### src/rtl/td4_wide_cpu.sv
// td4_wide_cpu: single-cycle TD4-style CPU with parameterised data/address width
// and an optional HLT opcode.
module td4_wide_cpu #(
  parameter int DATA_W  = 4,
  parameter int ADDR_W  = 4,
  parameter bit HALT_EN = 1'b0
) (
  input  logic              clk,
  input  logic              clr,
  input  logic              en,
  output logic [ADDR_W-1:0] a,
  input  logic [DATA_W+3:0] d,
  input  logic [DATA_W-1:0] in,
  output logic [DATA_W-1:0] out,
  output logic              halt
);
  logic [ADDR_W-1:0] pc, pc_n;
  logic [DATA_W-1:0] ra, rb, im, ra_n, rb_n, out_n;
  logic [3:0] op;
  logic [DATA_W:0] sum;
  logic c, c_n, hlt;
  always_comb begin
    op    = d[DATA_W+3:DATA_W];
    im    = d[DATA_W-1:0];
    sum   = {1'b0, (op == 4'h5 ? rb : ra)} + {1'b0, im};
    hlt   = HALT_EN && op == 4'h8;
    c_n   = (op == 4'h0 || op == 4'h5) && sum[DATA_W];
    pc_n  = (op == 4'hf || (op == 4'he && !c)) ? im[ADDR_W-1:0] : pc + ADDR_W'(1);
    ra_n  = op == 4'h0 ? sum[DATA_W-1:0] :
            op == 4'h3 ? im :
            op == 4'h1 ? rb :
            op == 4'h2 ? in : ra;
    rb_n  = op == 4'h5 ? sum[DATA_W-1:0] :
            op == 4'h7 ? im :
            op == 4'h4 ? ra :
            op == 4'h6 ? in : rb;
    out_n = op == 4'h9 ? rb :
            op == 4'hb ? im : out;
  end
  assign a = pc;
  // HLT freezes everything except the halt flag itself, which only clr clears
  always_ff @(posedge clk or negedge clr) begin
    if (!clr) begin
      pc   <= '0;
      ra   <= '0;
      rb   <= '0;
      c    <= 1'b0;
      out  <= '0;
      halt <= 1'b0;
    end else if (en && !halt) begin
      if (hlt) halt <= 1'b1;
      else begin
        pc  <= pc_n;
        ra  <= ra_n;
        rb  <= rb_n;
        c   <= c_n;
        out <= out_n;
      end
    end
  end
endmodule

### config.mk
export PLATFORM = sky130hd
export DESIGN_NAME = td4_wide_cpu
export DESIGN_NICKNAME = d
export VERILOG_FILES = /design/src/rtl/td4_wide_cpu.sv
export SDC_FILE = /design/constraint.sdc
export NUM_CORES = 1
export LEC_CHECK = 0
export ABC_AREA = 0
export CAP_MARGIN = 25
export CORE_MARGIN = 2
export CORE_UTILIZATION = 50
export DETAILED_ROUTE_END_ITERATION = 8
export PLACE_DENSITY = 0.85
export SLEW_MARGIN = 20
export SYNTH_ARGS = -nofsm -noshare
export SYNTH_HDL_FRONTEND = slang
export SYNTH_SLANG_ARGS = --single-unit
### constraint.sdc
create_clock -name clk -period 3.2 [get_ports clk]
set_input_delay 0.32 -clock clk [delete_from_list [all_inputs] [get_ports clk]]
set_output_delay 0.32 -clock clk [all_outputs]
set_load 0.01 [all_outputs]
==> results of run 1 <==
==> registers in the layout, summed over array words and instances, names as in the netlist <==
name / cells
c: 1
out: 4
ra: 4
a: 4
rb: 4
==> cell type report <==
cell class              count  area [um^2]  share of cell area [%]
well taps                  30         37.5                    2.37
clock inverters             1         5.00                   0.316
clock buffers               3         22.5                    1.42
multi-input cells         119          820                    51.8
flip-flops and latches     17          425                    26.9
inverters                  10         37.5                    2.37
repair buffers             24          235                    14.9
==> cells by family (layout without fill, tap and decap cells) <==
| family | Yosys count | count (layout) | synth area share (%) |
|---|---|---|---|
| buffers and inverters | 16 | 38 | 5.60 |
| flip-flops | 17 | 17 | 32.3 |
| other | 1 | 1 | 0.284 |
| AO/OA/AOI/OAI | 51 | 51 | 26.1 |
| multiplexers | 7 | 7 | 5.69 |
| XOR/XNOR | 3 | 3 | 1.99 |
| adder cells (fa/ha/maj) | 7 | 7 | 7.21 |
| AND/OR/NAND/NOR | 50 | 50 | 20.9 |
==> power by group through the flow <==
stage | Sequential, mW | Combinational (mW) | Clock, mW
after floorplan | 0.320 | 0.172 | 0
after global placement | 0.318 | 0.304 | 0
after detailed placement | 0.322 | 0.314 | 0
after CTS | 0.317 | 0.317 | 0.129
after global routing | 0.325 | 0.348 | 0.138
final | 0.320 | 0.317 | 0.126
==> cell usage in the layout, fill, tap and decap left out, types with 3 or more instances in the layout <==
cell type	netlist	routed
o21ai_0	8	8
nor2_1	6	6
nand2_1	14	14
o22ai_1	3	3
clkbuf_4	0	3
a22oi_1	5	5
mux2_1	3	3
o21ai_1	5	5
nor3_1	4	4
nand3_1	4	4
mux2i_1	3	3
nor2b_1	4	4
and2_1	4	4
clkdlybuf4s50_1	0	22
a22o_1	4	4
dfrtp_1	17	17
ha_1	6	6
inv_1	9	9
a21oi_1	11	11
==> per-stage QoR <==
| stage | instances | hold WS (ns) |
|---|---|---|
| after global placement | 200 | 0.463 |
| after floorplan | 152 | 0.0244 |
| after CTS | 204 | 0.484 |
| after detailed placement | 200 | 0.475 |
| final | 204 | 0.461 |
| after global routing | 204 | 0.528 |
==> routing by layer <==
layer  GRT usage [%]  up-vias  share of wire [%]
met5               0        -                  0
met4            9.76        0                2.2
met3            3.75        9                8.4
met2            40.3       71                 49
met1            32.0      612                 40
li1                -      594                  -
==> synthesized netlist by cell type (2+ instances only) <==
cell type  count
a21o_1         2
a21oi_1       11
a22o_1         4
a22oi_1        5
a31oi_1        2
and2_1         4
buf_2          2
buf_4          3
dfrtp_1       17
ha_1           6
inv_1          9
mux2_1         3
mux2i_1        3
nand2_1       14
nand2b_1       2
nand3_1        4
nor2_1         6
nor2_2         2
nor2b_1        4
nor3_1         4
o21ai_0        8
o21ai_1        5
o221ai_1       2
o22ai_1        3
xor2_1         2
==> final timing paths <==
check,startpoint,endpoint,slack [ns],cells after the start
max in group asynchronous,clr,c$_DFFE_PN0P_,2.25,1
hold / removal,clr,rb[1]$_DFFE_PN0P_,0.46,1
setup reg to reg,rb[2]$_DFFE_PN0P_,ra[3]$_DFFE_PN0P_,1.28,6
min in group clk,out[1]$_DFFE_PN0P_,out[1]$_DFFE_PN0P_,0.50,2
hold reg to reg,out[1]$_DFFE_PN0P_,out[1]$_DFFE_PN0P_,0.50,2
setup / recovery,d[6],ra[3]$_DFFE_PN0P_,0.67,9
==> results.tsv, run 1 <==
metric	value	unit
crit_required	3.40	ns
grt_use_total	24.5	%
dp_hpwl	2730	um
drc_errors	0	
cp_max_fo	7	
core	0.00248	mm^2
syn_area_per_cell	8.68	um^2
clock_skew	0.00297	ns
final_core_util	63.9	%
timing.fmax	0.396	GHz
place_congestion	1.05	
diodes	0	
layout_min_cycle_time	2.53	ns
cts_tree	done	
io_pins	24	
via_per_inst	6.30	
numPortBuffers	22	
drive_gt1_share	9.77	%
setup_viol_count_final	0	
nets	197	
clockRootBuffer	clkbuf_4	
totalWireLength	3560	um
grt_max_degree	24	
max_stage_delay	0.64	ns
synth_seq_area_share	32.3	%
start_kind	input port	
area_growth	20.0	%
yosysTopAreaCell	dfrtp_1	
power	0.763	mW
cts.htree.levels	1	
p_int	0.476	mW
clkLatencyLatePin	0.31	ns
rows	18	
cp_cell_sequence	clkdlybuf4s50_1 -> nand2b_2 -> nor2_4 -> mux2_1 -> ha_1 -> a21oi_1 -> nand2_1 -> xor2_1 -> a221o_1	
rsz0062_at_grt	no	
synth_fp_nets	174	
initial_core_util	53.2	%
slew_violations	0	
dieHeight	55.4	um
hp-class	in -> async	
antenna_found_initial	0	
fin_ws	0.675	ns
first_pass_iters	4	
worst_pin_slew	0.796	ns
first_iter_violations	60	
status	finished clean	
globalRoute.totalOverflow	0	
ctsHoldBuffers	0	
synth.cell_area	0.00132	mm^2
die_area	0.00306	mm^2
yosys_warnings	0	
netlist_top_cells_area	dfrtp_1 (32%), ha_1 (5.7%), a21oi_1 (4.2%), nand2_1 (4.0%), o21ai_0 (3.0%)	
die_w	55.4	um
power_frac_comb	41.5	%
cts_repair_resize_count	0	
routedWlPerCell	17.4	um
path_class	in -> reg	
dpl_worst_slack	0.376	ns
power.clock.fraction	16.6	%
grt_pass1_vias	1273	
clk_pin_slew	0.11	ns
ir_drop	0.396	mV
synth-edff-count	0	
power_frac_seq	41.9	%
power_density	482	mW/mm^2
dpl-instance-area	0.00156	mm^2
clockBufferDepth	2	
syn_inst	152	
cts_buffers	3	
synth_top_cell_area_share	32.3	%
tns	0	ns
final_cell_area	0.00158	mm^2
critPathArrivalTime	2.72	ns
slew_headroom	46.8	%
cts_num_sinks	17	
cp_slowest_cell	clkdlybuf4s50_1	
vias	1286	
fin_crit_sh	78.9	%
finalHoldViolations	0	
cts_setup_buffers	0	
async_flop_share	100	%
ys.flop_type	dfrtp_1	
power.net_switching	0.286	mW
yosysUniqueCellTypes	50	
worstSetupEndpointType	flop	
grt_pass1_wl	6000	um
switching_share	37.6	%
ys_ff_latch	17	
leakagePower	0.680	nW
path_buf_inv	1	
detail-route-antenna-nets	0	
path_delay_family	buffers and inverters	
nFillCells	221	
maxCapViolations	0	
(Power assumes the default switching activity.)
==> inputs of run 2 (changes only) <==
==> constraint.sdc (replaced) <==
create_clock -name clk -period 2.4 [get_ports clk]
set_input_delay 0.24 -clock clk [delete_from_list [all_inputs] [get_ports clk]]
set_output_delay 0.24 -clock clk [all_outputs]
set_load 0.01 [all_outputs]
==> run 2 against run 1 <==
  * Register-to-register slack got worse by 0.79 ns
  * Power up 32%
  * Sequential share of layout area decreased by 0.62 points
  * Critical endpoint unchanged
  * Highest routed layer unchanged
==> results.tsv, run 2 (synthesis gave the netlist of run 1 again) <==
metric	value	unit
status	finished clean	
numPortBuffers	22	
clockRootBuffer	clkbuf_4	
first_pass_iters	4	
worstSetupEndpointType	flop	
ctsHoldBuffers	0	
first_iter_violations	55	
ir_drop	0.506	mV
initial_core_util	53.2	%
slew_headroom	44.6	%
area_growth	22.9	%
leakagePower	0.705	nW
start_kind	input port	
detail-route-antenna-nets	0	
vias	1306	
finalHoldViolations	0	
antenna_found_initial	0	
globalRoute.totalOverflow	0	
core	0.00248	mm^2
cts_repair_resize_count	0	
timing.fmax	0.454	GHz
layout_min_cycle_time	2.20	ns
cts_setup_buffers	0	
drive_gt1_share	12.3	%
grt_use_total	23.7	%
clkLatencyLatePin	0.31	ns
hp-class	in -> async	
place_congestion	0.993	
crit_required	2.59	ns
grt_pass1_vias	1263	
cts_tree	done	
setup_viol_count_final	0	
power.clock.fraction	16.3	%
cp_max_fo	4	
totalWireLength	3540	um
clk_pin_slew	0.12	ns
io_pins	24	
dieHeight	55.4	um
dpl_worst_slack	-0.106	ns
die_w	55.4	um
grt_pass1_wl	5800	um
power_frac_comb	42.0	%
via_per_inst	6.25	
worst_pin_slew	0.829	ns
power	1.01	mW
rsz0062_at_grt	no	
dp_hpwl	2680	um
power_frac_seq	41.6	%
rows	18	
cts.htree.levels	1	
clock_skew	0.0164	ns
diodes	0	
drc_errors	0	
p_int	0.639	mW
die_area	0.00306	mm^2
nets	202	
routedWlPerCell	17.0	um
final_common_cell	clkdlybuf4s50_1	
nFillCells	207	
final_cell_mix	clkdlybuf4s50_1 (22), dfrtp_1 (17), nand2_1 (14)	
slew_violations	0	
fin_crit_sh	91.9	%
switching_share	36.5	%
clockBufferDepth	2	
cts_num_sinks	17	
critPathArrivalTime	2.39	ns
fin_ws	0.195	ns
cts_buffers	3	
power_density	621	mW/mm^2
maxCapViolations	0	
grt_max_degree	24	
power.net_switching	0.367	mW
final_core_util	65.4	%
path_class	in -> reg	
run 2: cell types whose count changed in the layout (fill, tap and decap cells not counted), sizes merged:
cell | previous run | this run
buf | 2 | 7
run 2: worst paths after layout:
check	start	endpoint	slack [ns]	cells past startpoint
worst min-delay path	clr	out[2]$_DFFE_PN0P_	0.39	1
worst max-delay path	d[5]	ra[3]$_DFFE_PN0P_	0.20	9
worst min register to register	out[0]$_DFFE_PN0P_	out[0]$_DFFE_PN0P_	0.50	2
min in group clk	out[0]$_DFFE_PN0P_	out[0]$_DFFE_PN0P_	0.50	2
worst max register to register	rb[2]$_DFFE_PN0P_	ra[3]$_DFFE_PN0P_	0.49	6
max in group asynchronous	clr	a[0]$_DFFE_PN0P_	1.48	1
run 2: routing by layer:
metal	vias up	global-route usage, %	wire length (um)
met3	5	6.56	313
met4	0	5.92	34
met1	624	30.1	1430
met5	-	0	0
li1	607	-	-
met2	70	39.5	1760
run 2: power by group through the flow:
stage	Clock, mW	Sequential [mW]	Combinational [mW]
final	0.164	0.419	0.423
after floorplan	0	0.426	0.229
after global placement	0	0.419	0.405
after detailed placement	0	0.422	0.420
after global routing	0.176	0.425	0.462
after CTS	0.169	0.416	0.422
run 2: layout make-up:
| class | instances | area, um^2 | area share, % |
|---|---|---|---|
| clock inverters | 1 | 5.00 | 0.309 |
| flip-flops and latches | 17 | 425 | 26.3 |
| clock buffers | 3 | 22.5 | 1.39 |
| well taps | 30 | 37.5 | 2.32 |
| inverters | 10 | 37.5 | 2.32 |
| multi-input cells | 119 | 820 | 50.6 |
| repair buffers | 29 | 273 | 16.8 |
run 2: worst max-delay path, cell delays in order:
cell and delay, ns:
clkdlybuf4s50_1 0.43, nand2b_1 0.19, nor2_4 0.16, mux2_1 0.37, ha_1 0.33, a21oi_1 0.13
nand2_1 0.08, xor2_1 0.16, a221o_1 0.30
run 2: through the flow:
| stage | hold WS, ns | instance area [um^2] | instances | TNS (ns) |
|---|---|---|---|---|
| after floorplan | -0.0556 | 1320 | 152 | 0 |
| after global placement | 0.464 | 1590 | 205 | -0.133 |
| after detailed placement | 0.477 | 1590 | 205 | -0.193 |
| after CTS | 0.396 | 1620 | 209 | 0 |
| after global routing | 0.453 | 1620 | 209 | 0 |
| final | 0.388 | 1620 | 209 | 0 |
==> inputs of run 3 (changes only) <==
--- a/config.mk
+++ b/config.mk
@@ -8,9 +8,9 @@
 export ABC_AREA = 0
 export CAP_MARGIN = 25
 export CORE_MARGIN = 2
-export CORE_UTILIZATION = 50
+export CORE_UTILIZATION = 30
 export DETAILED_ROUTE_END_ITERATION = 8
-export PLACE_DENSITY = 0.85
+export PLACE_DENSITY = 0.59
 export SLEW_MARGIN = 20
 export SYNTH_ARGS = -nofsm -noshare
 export SYNTH_HDL_FRONTEND = slang
==> run 3 against run 2 <==
  * Power increased by 6.2%
  * Design area increased by 4.7%
  * Clock-buffer cell count unchanged
  * Largest power group unchanged
==> results.tsv, run 3 (synthesis gave the netlist of run 1 again) <==
metric	value	unit
place_congestion	0.869	
rrSetupSlack	0.51	ns
layout_min_cycle_time	2.28	ns
power	1.07	mW
clk_pin_slew	0.08	ns
path_class	in -> reg	
cts_tree	done	
first_pass_iters	4	
grt_max_degree	24	
grt_use_total	15.3	%
final_cell_mix	clkdlybuf4s50_1 (22), dfrtp_1 (17), nand2_1 (14)	
worstSetupEndpointType	flop	
die_w	70.3	um
die_area	0.00494	mm^2
cts_num_sinks	17	
rsz0062_at_grt	no	
crit_start	d[5]	
numPortBuffers	22	
maxCapViolations	0	
dpl_worst_slack	-0.128	ns
nFillCells	437	
power_density	629	mW/mm^2
tns	0	ns
cp_cell_sequence	clkdlybuf4s50_1 -> nand2b_1 -> nor2_4 -> mux2_1 -> ha_1 -> a21oi_1 -> nand2_1 -> xor2_1 -> a221o_1	
grt_pass1_vias	1199	
cts_setup_buffers	0	
dp_hpwl	2710	um
drive_gt1_share	14.2	%
timing.fmax	0.438	GHz
ir_drop	0.347	mV
start_kind	input port	
r2r_start	rb[2]$_DFFE_PN0P_	
antenna_found_initial	0	
hold-worst-slack	0.297	ns
core	0.00429	mm^2
diodes	0	
vias	1205	
setup_viol_count_final	0	
clock_skew	0.00697	ns
leakagePower	0.732	nW
multiInputGateArea	820	um^2
nets	206	
totalWireLength	3580	um
regArea	425	um^2
placed_cells	231	
via_per_inst	5.13	
crit_required	2.54	ns
final_cell_area	0.00170	mm^2
cts_repair_resize_count	0	
first_iter_violations	54	
cp_max_fo	4	
cts_buffers	3	
area_growth	28.7	%
grt_pass1_wl	5950	um
max_stage_delay	0.43	ns
detail-route-antenna-nets	0	
clockBufferDepth	2	
globalRoute.totalOverflow	0	
fin_ws	0.118	ns
drc_errors	0	
stdcell_count	235	
dieHeight	70.3	um
finalHoldViolations	0	
dpl-instance-area	0.00165	mm^2
io_pins	24	
ctsHoldBuffers	0	
final_common_cell	clkdlybuf4s50_1	
critPathArrivalTime	2.42	ns
clkLatencyLatePin	0.26	ns
hp-class	in -> async	
cp_slowest_cell	clkdlybuf4s50_1	
slew_violations	0	
routedWlPerCell	15.2	um
fin_crit_sh	95.1	%
rows	24	
status	finished clean	
initial_core_util	30.7	%
clockRootBuffer	clkbuf_8	
cts.htree.levels	1	
final_core_util	39.5	%
-- run 3: cell type report --
class	count	area share, %
multi-input cells	119	48.3
flip-flops and latches	17	25.1
repair buffers	33	17.8
well taps	52	3.83
clock buffers	3	2.43
inverters	10	2.21
clock inverters	1	0.295
-- run 3: final timing paths --
kind	depth (start not counted)	endpoint
min in group clk	2	out[3]$_DFFE_PN0P_
setup / recovery	9	ra[3]$_DFFE_PN0P_
hold / removal	2	out[0]$_DFFE_PN0P_
setup reg to reg	6	ra[3]$_DFFE_PN0P_
hold reg to reg	2	out[3]$_DFFE_PN0P_
max in group asynchronous	2	c$_DFFE_PN0P_
-- run 3: metal layers --
layer / track usage, % / part of all wire (%) / vias to the layer above
met5: 0 / 0 / -
met4: 3.21 / 0.78 / 0
met3: 3.90 / 5.1 / 4
met2: 24.4 / 45 / 29
met1: 20.8 / 49 / 556
li1: - / - / 616
-- run 3: worst max-delay path, delay by kind of cell --
kind | cells | cell delay [ns]
fa+ha+maj | 1 | 0.31
mux | 1 | 0.38
xor+xnor | 1 | 0.16
simple gates | 3 | 0.46
buf+inv | 1 | 0.43
compound gates | 2 | 0.44
-- run 3: power by group --
group | internal (mW) | switching [mW]
registers | 0.355 | 0.0586
logic | 0.225 | 0.201
clock network | 0.116 | 0.112
